--- config.mk ---
export PLATFORM = sky130hd
export DESIGN_NAME = hazard_ctrl
export DESIGN_NICKNAME = d
export VERILOG_FILES = /design/src/rtl/hazard_ctrl.sv
export SDC_FILE = /design/constraint.sdc
export NUM_CORES = 1
export LEC_CHECK = 0
export CORE_MARGIN = 10
export CORE_UTILIZATION = 31
export CTS_BUF_LIST = sky130_fd_sc_hd__clkbuf_16
export DETAILED_ROUTE_END_ITERATION = 6
export PLACE_DENSITY_LB_ADDON = 0.25
export SYNTH_ARGS = -nofsm -noshare
export SYNTH_HDL_FRONTEND = slang
export SYNTH_SLANG_ARGS = --single-unit
export TNS_END_PERCENT = 100
--- constraint.sdc ---
create_clock -name clk_i -period 1.7 [get_ports clk_i]
set_clock_uncertainty 0.1 [all_clocks]
set_input_delay 0.255 -clock clk_i [delete_from_list [all_inputs] [get_ports clk_i]]
set_output_delay 0.255 -clock clk_i [all_outputs]
set_load 0.02 [all_outputs]
--- src/rtl/hazard_ctrl.sv ---
// Hazard and sequencing controller for the 5-stage MIPS core: boot hold, load-use stall,
// jump/branch flush, MDU issue blocking and data-memory freeze. Optional perf counters: HAZ_PERF_CNT_EN.
module hazard_ctrl #(
    parameter int REG_AW   = 5,
    parameter int BOOT_CYC = 2,
    parameter int MDU_LAT  = 4,
    parameter int CNT_W    = 32
) (
    input  logic              clk_i,
    input  logic              rst_i,
    input  logic [REG_AW-1:0] id_rs_i,
    input  logic [REG_AW-1:0] id_rt_i,
    input  logic              id_uses_rs_i,
    input  logic              id_uses_rt_i,
    input  logic              id_jump_i,
    input  logic              id_mdu_start_i,
    input  logic              ex_mem_read_i,
    input  logic [REG_AW-1:0] ex_rt_i,
    input  logic              ex_branch_taken_i,
    input  logic              dmem_busy_i,
    output logic              pc_keep_o,
    output logic              ifid_keep_o,
    output logic              ifid_flush_o,
    output logic              idex_bubble_o,
    output logic              freeze_o,
    output logic              mdu_busy_o,
    output logic [1:0]        state_o,
    output logic [CNT_W-1:0]  stall_cnt_o,
    output logic [CNT_W-1:0]  flush_cnt_o
);

    localparam int BOOT_W = (BOOT_CYC > 1) ? $clog2(BOOT_CYC) : 1;
    localparam int MDU_W  = $clog2(MDU_LAT);
    localparam logic [BOOT_W-1:0] BOOT_INIT = BOOT_W'(BOOT_CYC - 1);
    localparam logic [MDU_W-1:0]  MDU_INIT  = MDU_W'(MDU_LAT - 1);

    typedef enum logic [1:0] {
        ST_BOOT     = 2'd0,
        ST_RUN      = 2'd1,
        ST_MDU_WAIT = 2'd2
    } state_t;

    state_t            state;
    logic [BOOT_W-1:0] boot_cnt;
    logic [MDU_W-1:0]  mdu_cnt;

    logic rs_hit;
    logic rt_hit;
    logic load_use;
    logic mdu_accept;

    assign rs_hit   = id_uses_rs_i && (id_rs_i == ex_rt_i);
    assign rt_hit   = id_uses_rt_i && (id_rt_i == ex_rt_i);
    assign load_use = ex_mem_read_i && (ex_rt_i != '0) && (rs_hit || rt_hit);

    // An MDU op only issues when nothing of higher priority (freeze, wrong path, load-use) claims the cycle.
    assign mdu_accept = (state == ST_RUN) && !dmem_busy_i && !ex_branch_taken_i
                        && !load_use && id_mdu_start_i;

    always_ff @(posedge clk_i) begin
        if (rst_i) begin
            state    <= ST_BOOT;
            boot_cnt <= BOOT_INIT;
            mdu_cnt  <= '0;
        end else begin
            case (state)
                ST_BOOT: begin
                    if (boot_cnt == '0) begin
                        state <= ST_RUN;
                    end else begin
                        boot_cnt <= boot_cnt - 1'b1;
                    end
                end
                ST_RUN: begin
                    if (mdu_accept) begin
                        state   <= ST_MDU_WAIT;
                        mdu_cnt <= MDU_INIT;
                    end
                end
                ST_MDU_WAIT: begin
                    if (!dmem_busy_i) begin
                        if (mdu_cnt == '0) begin
                            state <= ST_RUN;
                        end else begin
                            mdu_cnt <= mdu_cnt - 1'b1;
                        end
                    end
                end
                default: begin
                    state <= ST_BOOT;
                end
            endcase
        end
    end

    // Reset forces the boot controls combinationally so the front end is held even before the first edge.
    always_comb begin
        pc_keep_o     = 1'b0;
        ifid_keep_o   = 1'b0;
        ifid_flush_o  = 1'b0;
        idex_bubble_o = 1'b0;
        freeze_o      = 1'b0;
        mdu_busy_o    = !rst_i && (state == ST_MDU_WAIT);
        state_o       = rst_i ? 2'd0 : state;

        if (rst_i || state == ST_BOOT) begin
            pc_keep_o     = 1'b1;
            ifid_flush_o  = 1'b1;
            idex_bubble_o = 1'b1;
        end else if (dmem_busy_i) begin
            pc_keep_o   = 1'b1;
            ifid_keep_o = 1'b1;
            freeze_o    = 1'b1;
        end else if (state == ST_MDU_WAIT) begin
            pc_keep_o     = 1'b1;
            ifid_keep_o   = 1'b1;
            idex_bubble_o = 1'b1;
        end else if (state == ST_RUN) begin
            if (ex_branch_taken_i) begin
                ifid_flush_o  = 1'b1;
                idex_bubble_o = 1'b1;
            end else if (load_use) begin
                pc_keep_o     = 1'b1;
                ifid_keep_o   = 1'b1;
                idex_bubble_o = 1'b1;
            end else if (!id_mdu_start_i && id_jump_i) begin
                ifid_flush_o = 1'b1;
            end
        end
    end

`ifdef HAZ_PERF_CNT_EN
    logic [CNT_W-1:0] stall_cnt;
    logic [CNT_W-1:0] flush_cnt;

    // Both counters saturate rather than wrap so a long run never reports a small value.
    always_ff @(posedge clk_i) begin
        if (rst_i) begin
            stall_cnt <= '0;
            flush_cnt <= '0;
        end else if (state != ST_BOOT) begin
            if (pc_keep_o && (stall_cnt != '1)) begin
                stall_cnt <= stall_cnt + 1'b1;
            end
            if (ifid_flush_o && (flush_cnt != '1)) begin
                flush_cnt <= flush_cnt + 1'b1;
            end
        end
    end

    assign stall_cnt_o = stall_cnt;
    assign flush_cnt_o = flush_cnt;
`else
    assign stall_cnt_o = '0;
    assign flush_cnt_o = '0;
`endif

`ifndef SYNTHESIS
    keep_flush_exclusive : assert property (@(posedge clk_i) !(ifid_keep_o && ifid_flush_o));
`endif

endmodule

==> Word-level counts from Yosys, hierarchy flattened <==
Index checks and enable logic that the tools add are counted.
{ "classes": {"addsub": 2, "n_mul": 0, "div": 0, "order_cmp": 0, "eq_ne": 9, "shift": 0, "mux": 32, "n_bitwise": 0, "reduce_logical": 23} }
{ "op_table": {"columns": ["op", "n"], "rows": [
  ["two-way mux 1 bit", 22],
  ["two-way mux 2 bit", 8],
  ["== test 5 bit", 2],
  ["logical AND 1 bit", 10],
  ["inequality test 2 bit (second input constant)", 5],
  ["AND reduction 4 bit", 2],
  ["case mux 2 bit (3 select lines)", 1],
  ["zero test 1 bit", 5],
  ["nonzero test 5 bit", 1],
  ["zero test 2 bit", 2],
  ["case mux 2 bit (2 select lines)", 1],
  ["== test 2 x 1 -> 1 bit (second input constant)", 1],
  ["== test 2 bit (second input constant)", 1],
  ["logical OR 1 bit", 2],
  ["nonzero test 2 bit", 1],
  ["subtractor 2 x 1 -> 2 bit (second input constant)", 1],
  ["subtractor 1 bit (second input constant)", 1]
]} }
{ "totals": {"reg_bits": 5, "latch_bits": 0, "ram_bits": 0, "rom_bits": 0, "inputBits": 24, "out_inout_bits": 72, "elab_cells": 69, "mem_count": 0} }

==> Depth between registers and ports, before layout <==
{ "depth": {"depth_word": 10, "ltp_mapped": 6, "depth_no_buf": 6} }

==> Least setup slack after synthesis <==
No wires, ideal clock.
{ "synth_timing": {"path_kind": "input to output", "startpoint": "input ex_rt_i[0]", "endpoint": "output pc_keep_o", "arrival_time_ps": 1555, "required_ps": 1345, "path_slack_ps": -210, "path_stages": 4, "n_path_buf": 0, "cell_sequence": "xnor2_1 nand4_1 o22a_1 o41ai_1"} }
{ "synth_via": {"elab_chain_cells": 10, "word_cells_on_any_way": 14, "classes_between": "2 x eq/ne; 6 x mux; 6 x reduce/logical"} }
{ "synth_lines": {"columns": ["item", "line_no", "rtl"], "rows": [
  ["from (decl)", "18", "input logic [REG_AW-1:0] ex_rt_i,"],
  ["== test 5 bit (on tied branches)", "52, 53", null],
  ["logical AND 1 bit (on tied branches)", "52, 53", null],
  ["logical OR 1 bit", "54", "assign load_use = ex_mem_read_i && (ex_rt_i != '0) && (rs_hit || rt_hit);"],
  ["logical AND 1 bit (*)", "54", null],
  ["two-way mux 1 bit (*)", "122", "end else if (load_use) begin"],
  ["two-way mux 1 bit (*)", "119", "if (ex_branch_taken_i) begin"],
  ["two-way mux 1 bit (*)", "118", "end else if (state == ST_RUN) begin"],
  ["two-way mux 1 bit (*)", "114", "end else if (state == ST_MDU_WAIT) begin"],
  ["two-way mux 1 bit (*)", "110", "end else if (dmem_busy_i) begin"],
  ["two-way mux 1 bit (*)", "106", "if (rst_i || state == ST_BOOT) begin"],
  ["to (decl)", "21", "output logic pc_keep_o,"]
]} }
Mark *: on every way between the ends. The rest lies on a longest branch, timed or not.

==> Worst setup path after layout <==
{ "layout_timing": {"startpoint": "register state[1]", "endpoint": "output ifid_keep_o"} }
{ "layout_via": {"elab_chain_cells": 5, "word_cells_on_any_way": 8, "classes_between": "2 x eq/ne; 4 x mux; 2 x reduce/logical"} }
{ "layout_lines": {"columns": ["item", "line_no", "rtl"], "rows": [
  ["from (decl)", "43", "state_t state;"],
  ["from (signal assigned)", "62", "state <= ST_BOOT;"],
  ["from (signal assigned)", "69", "state <= ST_RUN;"],
  ["from (signal assigned)", "76", "state <= ST_MDU_WAIT;"],
  ["== test 2 x 1 -> 1 bit", "118", null],
  ["two-way mux 1 bit", "118", null],
  ["two-way mux 1 bit", "114", null],
  ["two-way mux 1 bit", "110", null],
  ["two-way mux 1 bit (*)", "106", null],
  ["to (decl)", "22", "output logic ifid_keep_o,"]
]} }
Marks and branches as above.

==> results.md <==
- Share of cells above drive strength 1: 33.2%
- Yosys warnings: 0
- Setup_tns: -0.488 ns
- Synthesized cell area: 0.00106 sq mm
- Drt first pass iters: 4
- Clock Sinks: 5
- F_max: 541 MHz
- # diodes: 0
- Synth unique cells: 32
- Worst EP arrival: 1.49 ns
- RSZ-0062 raised after global routing: true
- Main area contributors after synthesis: buf_4 (45%), dfxtp_1 (9.5%), xnor2_1 (8.3%)
- TritonCTS Buffers: 3
- Layout Nets: 225
- # rows: 21
- Core area: 0.00331 sq mm
- DR iter-0 viols: 35
- Crit Path Max Fanout: 7
- Die Ht: roughly 78 um
- Largest net degree at the start of global routing: 10
- Latest clock arrival within the worst-skew pair: ~0.23 ns
- Hold crit path type: reg -> reg
- Top cells by count, synth: buf_4 (64), a21oi_1 (10), xnor2_1 (10)
- DR vias: roughly 960
- WL/cell: 12.7 um
- Sequential area share after synthesis: 9.46%
- Final Max Tran Viols: 0
- Die W: 78.4 um
- Max incr delay on CP: 0.49 ns
- Reg-to-reg setup timing slack: 0.17 ns
- Port-buffer cells: 31
- Mean Syn Cell Area: 7.40 sq um
- Crit end category: output pin
- Vias in the first global route: 1064
- Starting density of the core: 32.0%
- WP buf/inv: 1
- CP Class: reg -> out
- Leading area contributor after synthesis: buf_4
- Max_cap viols: 0
- Slowest cell on the critical path: or4_4
- Cells after synthesis: 143
- Final Wtd Congestion: 0.772
- Ys async rst share: 0%
- Gr usage total: 9.37%
- Cells along the critical path: nand2b_4 > or4_4 > o22ai_4 > buf_6
- Final Worst Setup Slack: -0.149 ns
- Clock root cell: clkbuf_16
- Post-place setup slack: -0.990 ns
- Pwr/cell area: 621 mW/mm^2
- Clk slew on worst S/H paths: 0.03 ns
- Crit path max-delay family: simple AND/OR/NAND/NOR gates
- Setup violations, final: 4
- Synth top area share: 45.4%
- Startpoint types: flip-flop
- DIE AREA: ~0.0062 sq mm
- Final worst path period share: 109%
- Lkg Pwr: 0.734 nW
- Synth-to-layout area growth: 42.6%
- Initial antenna violation count: 0
- Min Hold Slack: 0.369 ns
- Post-synth EDFFs: 0
- First-pass GRT wire length: 4860 um
- Post-DRT Antenna Nets: 0
- Top_reg_cell synth: dfxtp_1
- Dpl hpwl: 2600 um
- Status: finished, violations left
- Peak supply drop: ~0.44 mV
- Final Critical Period: 1.85 ns
- Num ports: 96
- Longest Clk Path Bufs: 2
- GR Overflow Total: 0
- Synthesized flop and latch total: 5
- Residual DRC: 0
- Final Hold Fails: 0
- Violated checks: setup timing
- H-tree depth: 1
- Most common cell in the netlist: buf_4
- CTS tree: done
- Vias per inst: about 3.9
- Final wirelength: 3100 um
- Crit path required time: 1.34 ns
sequential cells by signal, summed over array words and instances (netlist names):
signal,cells
mdu_cnt,2
boot_cnt,1
state,2
path summary, 6_finish.rpt:
check | startpoint | end | cells after the start
worst max-delay path | state[1] | ifid_keep_o | 4
worst min-delay path | boot_cnt | boot_cnt | 2
worst max register to register | mdu_cnt[0] | mdu_cnt[0] | 6
worst min register to register | boot_cnt | boot_cnt | 2
timing repair:
action / 4_1_cts / 5_1_grt
setup endpoints to repair: 12 / 7
hold buffers: 0 / 0
cloned: 0 / 0
pin swaps: 21 / 9
resized for setup: 92 / 20
buffers inserted: 6 / 1
tightest hold or removal path: stages, from the launching register on:
cell,delay (ns)
dfxtp_1,0.29
o21ai_0,0.07
nand2_1,0.05
per-layer routing:
layer / up-vias / wire, um / part of all wire [%] / track usage [%]
met5: - / 0 / 0 / 0
met4: 0 / 36 / 1.2 / 2.87
met3: 4 / 399 / 13 / 5.35
met2: 63 / 1530 / 49 / 16.3
met1: 428 / 1140 / 37 / 9.28
li1: 461 / - / - / -
cell usage in the layout (no fill, tap or decap), types with 2 or more instances in the layout:
cell,Yosys,routed
nand2b_1,3,2
conb_1,1,64
buf_4,64,22
inv_1,3,4
a21oi_1,10,9
dfxtp_1,5,3
nand2_1,4,4
clkbuf_16,0,3
o31ai_1,2,2
xnor2_2,0,2
nor2_1,4,3
nor2b_1,8,6
dfxtp_2,0,2
xnor2_1,10,8
clkbuf_2,0,7
dlygate4sd2_1,0,8
clkdlybuf4s50_1,0,3
buf_2,2,3
o21ai_0,2,2
buf_6,0,10
nor3_1,3,2
clkdlybuf4s15_1,0,3
nand4_1,2,2
or4_4,1,2
nor2b_4,0,2
cell type report:
cell class	count	area [sq um]
clock inverter	1	3.75
tap	46	57.6
timing repair buffer	57	473
multi-input combinational	130	786
inverter	3	11.3
clock buffer	3	75.1
fill	362	1800
sequential	5	103
stage by stage:
step / util [%] / cells / power (mW) / area, sq um
after CTS: 45.5 / 244 / 0.924 / 1510
final: 45.6 / 245 / 0.936 / 1510
after detailed placement: 40.0 / 234 / 0.516 / 1320
after global placement: 40.0 / 234 / 0.513 / 1320
after floorplan: - / 206 / 0.485 / 1310
after global routing: 45.6 / 245 / 0.993 / 1510
report_power, final:
part	switching, mW	internal (mW)
clock network	0.0743	0.304
registers	0.0109	0.128
logic	0.258	0.161
total	0.343	0.593
logic make-up after synthesis:
logic type	Yosys count	synth area share, %
flip-flops	5	9.46
adder cells (fa/ha/maj)	1	1.18
other	1	0.354
buffers and inverters	71	48.1
XOR/XNOR	10	8.27
AO/OA/AOI/OAI	24	14.8
AND/OR/NAND/NOR	31	17.8
(Power assumes the default switching activity.)
==> edit 1: new RTL, config.mk and constraints unchanged <==
The parameter `CNT_W` goes from 32 to 24.
--- a/src/rtl/hazard_ctrl.sv
+++ b/src/rtl/hazard_ctrl.sv
@@ -4,7 +4,7 @@
     parameter int REG_AW   = 5,
     parameter int BOOT_CYC = 2,
     parameter int MDU_LAT  = 4,
-    parameter int CNT_W    = 32
+    parameter int CNT_W    = 24
 ) (
     input  logic              clk_i,
     input  logic              rst_i,
Interface: changed (resized flush_cnt_o and stall_cnt_o); port bits go from 96 to 80. The function was not compared with the original's and may differ.
==> edit 1 against the original RTL <==
- the flow still finishes with violations (setup timing)
- final area down 1.7%
- wire length down 2.7%
- first-iteration DRC count down 26%
- die area down 8.5%
- clock power about the same
- cell count down 11%
- power down 2.9%
- non-clock buffer count up 4
- via count down 2.2%
- sequential cell count unchanged
- worst setup slack worse by 0.025 ns
- area after synthesis down 11%
- fmax down 1.3%
- largest cell class unchanged
- largest power group unchanged
==> edit 1: results (changes against the original RTL) <==
Placed inst area: 1282 um^2 (was 1324 um^2)
Vias in the first global route: 985 (was 1064)
Post-DP HPWL: 2520 um (was 2601 um)
Maximum net fanout on the critical path: 2 (was 7)
GRT met2 Usage: 20.10% (was 16.28%)
Power Density: 613.2 nW/um^2 (was 620.6 nW/um^2)
DR top layer: met3 (was met4)
Status: finished, violations left (unchanged)
#MultiIn Comb: 114 (was 130)
Vias post-DR: 935 (was 956)
Sequential portion of the cell area: 6.835% (was 6.799%)
Seq/Total Area, Yosys: 10.67% (was 9.456%)
Routability Congestion: 0.7925 (was 0.7719)
Layout cells sized above 1: 39.04% (was 33.17%)
Min setup slack post-route: -0.1742 ns (was -0.1492 ns)
Met3 Usage GRT: 3.942% (was 5.353%)
Diode count: 0 (unchanged)
Synth top area cells: buf_4 (38%), dfxtp_1 (11%), xnor2_1 (9.3%), a21oi_1 (5.3%), nor2b_1 (5.3%) (was buf_4 (45%), dfxtp_1 (9.5%), xnor2_1 (8.3%), a21oi_1 (4.7%), nor2b_1 (4.7%))
Met3 Wirelength: 423 um (was 399 um)
Hold depth: 2 (unchanged)
VDD IR max: 0.3643 mV (was 0.4412 mV)
Post-CTS Setup Bufs: 4 (was 6)
Worst path arrival time: 1.52 ns (was 1.49 ns)
Non-clock buffer count: 61 (was 57)
Initial antenna violation count: 0 (unchanged)
Fillcell total: 278 (was 362)
Met1 Use GR: 8.346% (was 9.280%)
Wl on met1: 994 um (was 1136 um)
Top Family by Delay on Critical Path: compound AO/OA/AOI/OAI gates (was simple AND/OR/NAND/NOR gates)
Met2 wire length: 1603 um (was 1532 um)
Slowest Stage Delay on Critical Path: 0.29 ns (was 0.49 ns)
Post-Layout Cell Count: 218 (was 245)
Root Driver: clkbuf_16 (unchanged)
Worst hold slack: 0.3581 ns (was 0.3686 ns)
Initial DRC count: 26 (was 35)
Comb power: 0.394 mW (was 0.419 mW)
ClkCell Share: 5.316% (was 5.224%)
Data buffer area share: 34.43% (was 31.34%)
Setup TNS: -0.4659 ns (was -0.4880 ns)
Global-route wire length before repair: 4381 um (was 4857 um)
All-layer global routing usage: 9.607% (was 9.367%)
Synth top cells by count: buf_4 (48), a21oi_1 (10), xnor2_1 (10), nor2b_1 (8), dfxtp_1 (5) (was buf_4 (64), a21oi_1 (10), xnor2_1 (10), nor2b_1 (8), dfxtp_1 (5))
Crit-path slowest cell: o41ai_2 (was or4_4)
Internal power: 0.5970 mW (was 0.5934 mW)
WL final: 3021 um (was 3104 um)
Placed Cells: 208 (was 234)
Leak pwr: 0.7377 nW (was 0.7337 nW)
Pre-CTS WS: -0.9919 ns (was -0.9904 ns)
Hold endpoint: boot_cnt (unchanged)
Failing checks: setup timing (unchanged)
Cts repair resizes: 86 (was 92)
Multi-input logic area: 742.0 um^2 (was 785.8 um^2)
Final Util: 52.41% (was 45.58%)
Final setup violation count: 4 (unchanged)
edit 1: cell count changes after synthesis:
cell,unedited run,this run
buf_4,64,48
edit 1: cell families (layout without fill, tap and decap cells):
logic type,Yosys count,in the layout,share of synthesized area [%]
AO/OA/AOI/OAI,24,24,16.67
XOR/XNOR,10,10,9.333
adder cells (fa/ha/maj),1,1,1.333
buffers and inverters,55,68,41.47
flip-flops,5,5,10.67
other,1,48,0.3996
AND/OR/NAND/NOR,31,31,20.13
edit 1: how the worst max path moves through the flow:
| stage | start | endpoint | slack (ns) |
|---|---|---|---|
| floorplan | state[1] | ifid_flush_o | 0.02 |
| global placement | ex_rt_i[3] | pc_keep_o | -0.97 |
| detailed placement | ex_rt_i[3] | pc_keep_o | -0.99 |
| CTS | ex_rt_i[4] | idex_bubble_o | -0.14 |
| global route | ex_rt_i[4] | pc_keep_o | -0.22 |
| finish | ex_rt_i[4] | pc_keep_o | -0.17 |
==> edit 2: new RTL, same settings <==
Made on the original files. Build with the macro `HAZ_PERF_CNT_EN` defined.
--- a/src/rtl/hazard_ctrl.sv
+++ b/src/rtl/hazard_ctrl.sv
@@ -1,5 +1,7 @@
 // Hazard and sequencing controller for the 5-stage MIPS core: boot hold, load-use stall,
 // jump/branch flush, MDU issue blocking and data-memory freeze. Optional perf counters: HAZ_PERF_CNT_EN.
+`define HAZ_PERF_CNT_EN
+
 module hazard_ctrl #(
     parameter int REG_AW   = 5,
     parameter int BOOT_CYC = 2,
Behaviour: not the same (a bounded check fails within 4 cycles, from zero or initial values and one cycle with rst_i high).
==> edit 2 against the original RTL <==
- the run still ends with setup timing left
- clock power grew to 4.3 times the old value
- final area increased to 4.6 times the old value
- count of clock-buffer cells in the layout grew 6
- power rose to 4.3 times the old value
- synthesized cell count increased to 3.2 times the old value
- area after synthesis grew to 3.4 times the old value
- global-route usage grew 6.5 points
- worst setup slack got worse by 0.33 ns
- wire length grew to 4.3 times the old value
- hold slack got worse by 0.0010 ns
- non-clock buffer count increased by 185
- critical path depth rose by 4
- sequential cell count grew 64
- critical endpoint is now flush_cnt_o[15]
- largest cell class unchanged
==> edit 2: results (changes against the original RTL) <==
Hold crit path type: flop to flop (unchanged)
Failing checks: setup timing (unchanged)
Post-synth ARST share: 0% (unchanged)
Clock Path Buffers: 2 (unchanged)
Slew @ Worst Pin: 0.4024 ns
Placed inst area: 5901 um^2 (was 1324 um^2)
Hold endpoint: boot_cnt (unchanged)
Min setup slack post-route: -0.4742 ns (was -0.1492 ns)
Hold_sp: boot_cnt (unchanged)
Top_reg_cell synth: dfxtp_1 (unchanged)
First-pass iteration count of the detailed router: 4 (unchanged)
Diode count: 0 (unchanged)
Worst path arrival time: 2.29 ns (was 1.49 ns)
FF-to-FF path depth: 8 (was 6)
CTS clk-pin slew, worst paths: 0.06 ns (was 0.03 ns)
Routability Congestion: 0.8388 (was 0.7719)
Crit-path slowest cell: or4_4 (unchanged)
Initial DRC count: 230 (was 35)
Largest net degree at the start of global routing: 36 (was 10)
Initial antenna violation count: 0 (unchanged)
Syn nets: 479
Vias per inst: 4.969 (was 3.902)
Leak pwr: 2.911 nW (was 0.7337 nW)
Final net count: 707 (was 225)
VDD IR max: 0.5671 mV (was 0.4412 mV)
Root Driver: clkbuf_16 (unchanged)
Hold depth: 2 (unchanged)
WL final: 13230 um (was 3104 um)
Seq/Total Area, Yosys: 37.90% (was 9.456%)
Top Family by Delay on Critical Path: simple AND/OR/NAND/NOR gates (unchanged)
Synth Warn #: 0 (unchanged)
Final setup violation count: 71 (was 4)
Clock latency on the worst-skew pair: 0.34 ns (was 0.23 ns)
TritonCTS buffer count: 9 (was 3)
Synth top area cells: dfxtp_1 (38%), xnor2_1 (14%), nor2_1 (7.2%), nor3_1 (4.5%), nor4_1 (3.9%) (was buf_4 (45%), dfxtp_1 (9.5%), xnor2_1 (8.3%), a21oi_1 (4.7%), nor2b_1 (4.7%))
All-layer global routing usage: 15.89% (was 9.367%)
Worst R2R Start: flush_cnt_o[10] (was mdu_cnt[0])
FF-to-FF End: flush_cnt_o[15] (was mdu_cnt[0])
Vias in the first global route: 4344 (was 1064)
Maximum net fanout on the critical path: 11 (was 7)
PortBufs: 95 (was 31)
Post-DP HPWL: 9015 um (was 2601 um)
Layout cells sized above 1: 46.86% (was 33.17%)
Slowest Stage Delay on Critical Path: 0.54 ns (was 0.49 ns)
Unique cell type count in the Yosys netlist: 47 (was 32)
Synth top cells by count: nor2_1 (70), dfxtp_1 (69), xnor2_1 (57), nand2_1 (33), nor3_1 (33) (was buf_4 (64), a21oi_1 (10), xnor2_1 (10), nor2b_1 (8), dfxtp_1 (5))
Design Area, Final: 6959 um^2 (was 1509 um^2)
Global-route wire length before repair: 21550 um (was 4857 um)
# H-tree levels: 3 (was 1)
Status: finished, violations left (unchanged)
Fillcell total: 936 (was 362)
## edit 2: layout make-up
| type | instances | share of cell area [%] |
|---|---|---|
| clock buffer | 9 | 3.236 |
| tap | 143 | 2.571 |
| inverter | 17 | 1.061 |
| timing repair buffer | 242 | 31.66 |
| multi-input combinational | 341 | 40.18 |
| clock inverter | 7 | 0.4135 |
| sequential | 69 | 20.87 |
## edit 2: repair_timing
action                                  4_1_cts  5_1_grt
endpoints found under the setup margin      140       76
hold buffers                                  0        0
setup buffers                                14        6
resized for setup                           263       44
pin swaps                                    55       34
cloned                                        2        0
## edit 2: routing by layer
metal / track usage [%] / share of wire [%]
met5: 0 / 0
met4: 4.570 / 1.3
met3: 5.298 / 6.1
met2: 28.09 / 52
met1: 17.72 / 41
## edit 2: stage by stage
| stage | cells | setup TNS [ns] | setup WS [ns] | hold slack [ns] | power, mW |
|---|---|---|---|---|---|
| 6_report | 828 | -27.61 | -0.4742 | 0.3676 | 4.003 |
| 5_1_grt | 828 | -35.38 | -0.5843 | 0.3900 | 4.166 |
| 4_1_cts | 823 | -26.75 | -0.4399 | 0.3697 | 3.978 |
| 3_5_place_dp | 794 | -83.45 | -1.321 | 0.3605 | 2.172 |
| 3_3_place_gp | 794 | -77.48 | -1.214 | 0.3566 | 2.159 |
| 2_1_floorplan | 452 | -27.07 | -0.5120 | 0.2636 | 1.927 |
## edit 2: worst max path at each step
stage,from,endpoint,cells past startpoint
2_1_floorplan,stall_cnt_o[20],stall_cnt_o[30],10
3_3_place_gp,ex_rt_i[2],ifid_keep_o,8
3_5_place_dp,ex_rt_i[3],stall_cnt_o[31],9
4_1_cts,flush_cnt_o[11],flush_cnt_o[15],8
5_1_grt,flush_cnt_o[11],flush_cnt_o[11],8
6_report,flush_cnt_o[10],flush_cnt_o[15],8
## edit 2: cells by family after synthesis
logic type               Yosys count  synth area share [%]
AND/OR/NAND/NOR                  235                 33.16
AO/OA/AOI/OAI                     34                 5.973
flip-flops                        69                 37.90
buffers and inverters             42                 5.287
adder cells (fa/ha/maj)            3                 1.030
XOR/XNOR                          67                 16.10
multiplexers                       2                0.5493
## edit 2: worst reg2reg max path: stages (launching register included)
cell and delay (ns):
dfxtp_4 0.34, nand4_1 0.11, or4_4 0.54, nor3_4 0.23, a31o_4 0.27, buf_12 0.16, or4_4 0.12, xor2_1 0.13
nor2_1 0.05
## edit 2: power breakdown
| group | switching (mW) | internal, mW | leakage [nW] |
|---|---|---|---|
| registers | 0.0102 | 1.62 | 0.579 |
| logic | 0.372 | 0.363 | 2.19 |
| clock network | 0.682 | 0.954 | 0.142 |
| total | 1.06 | 2.94 | 2.91 |
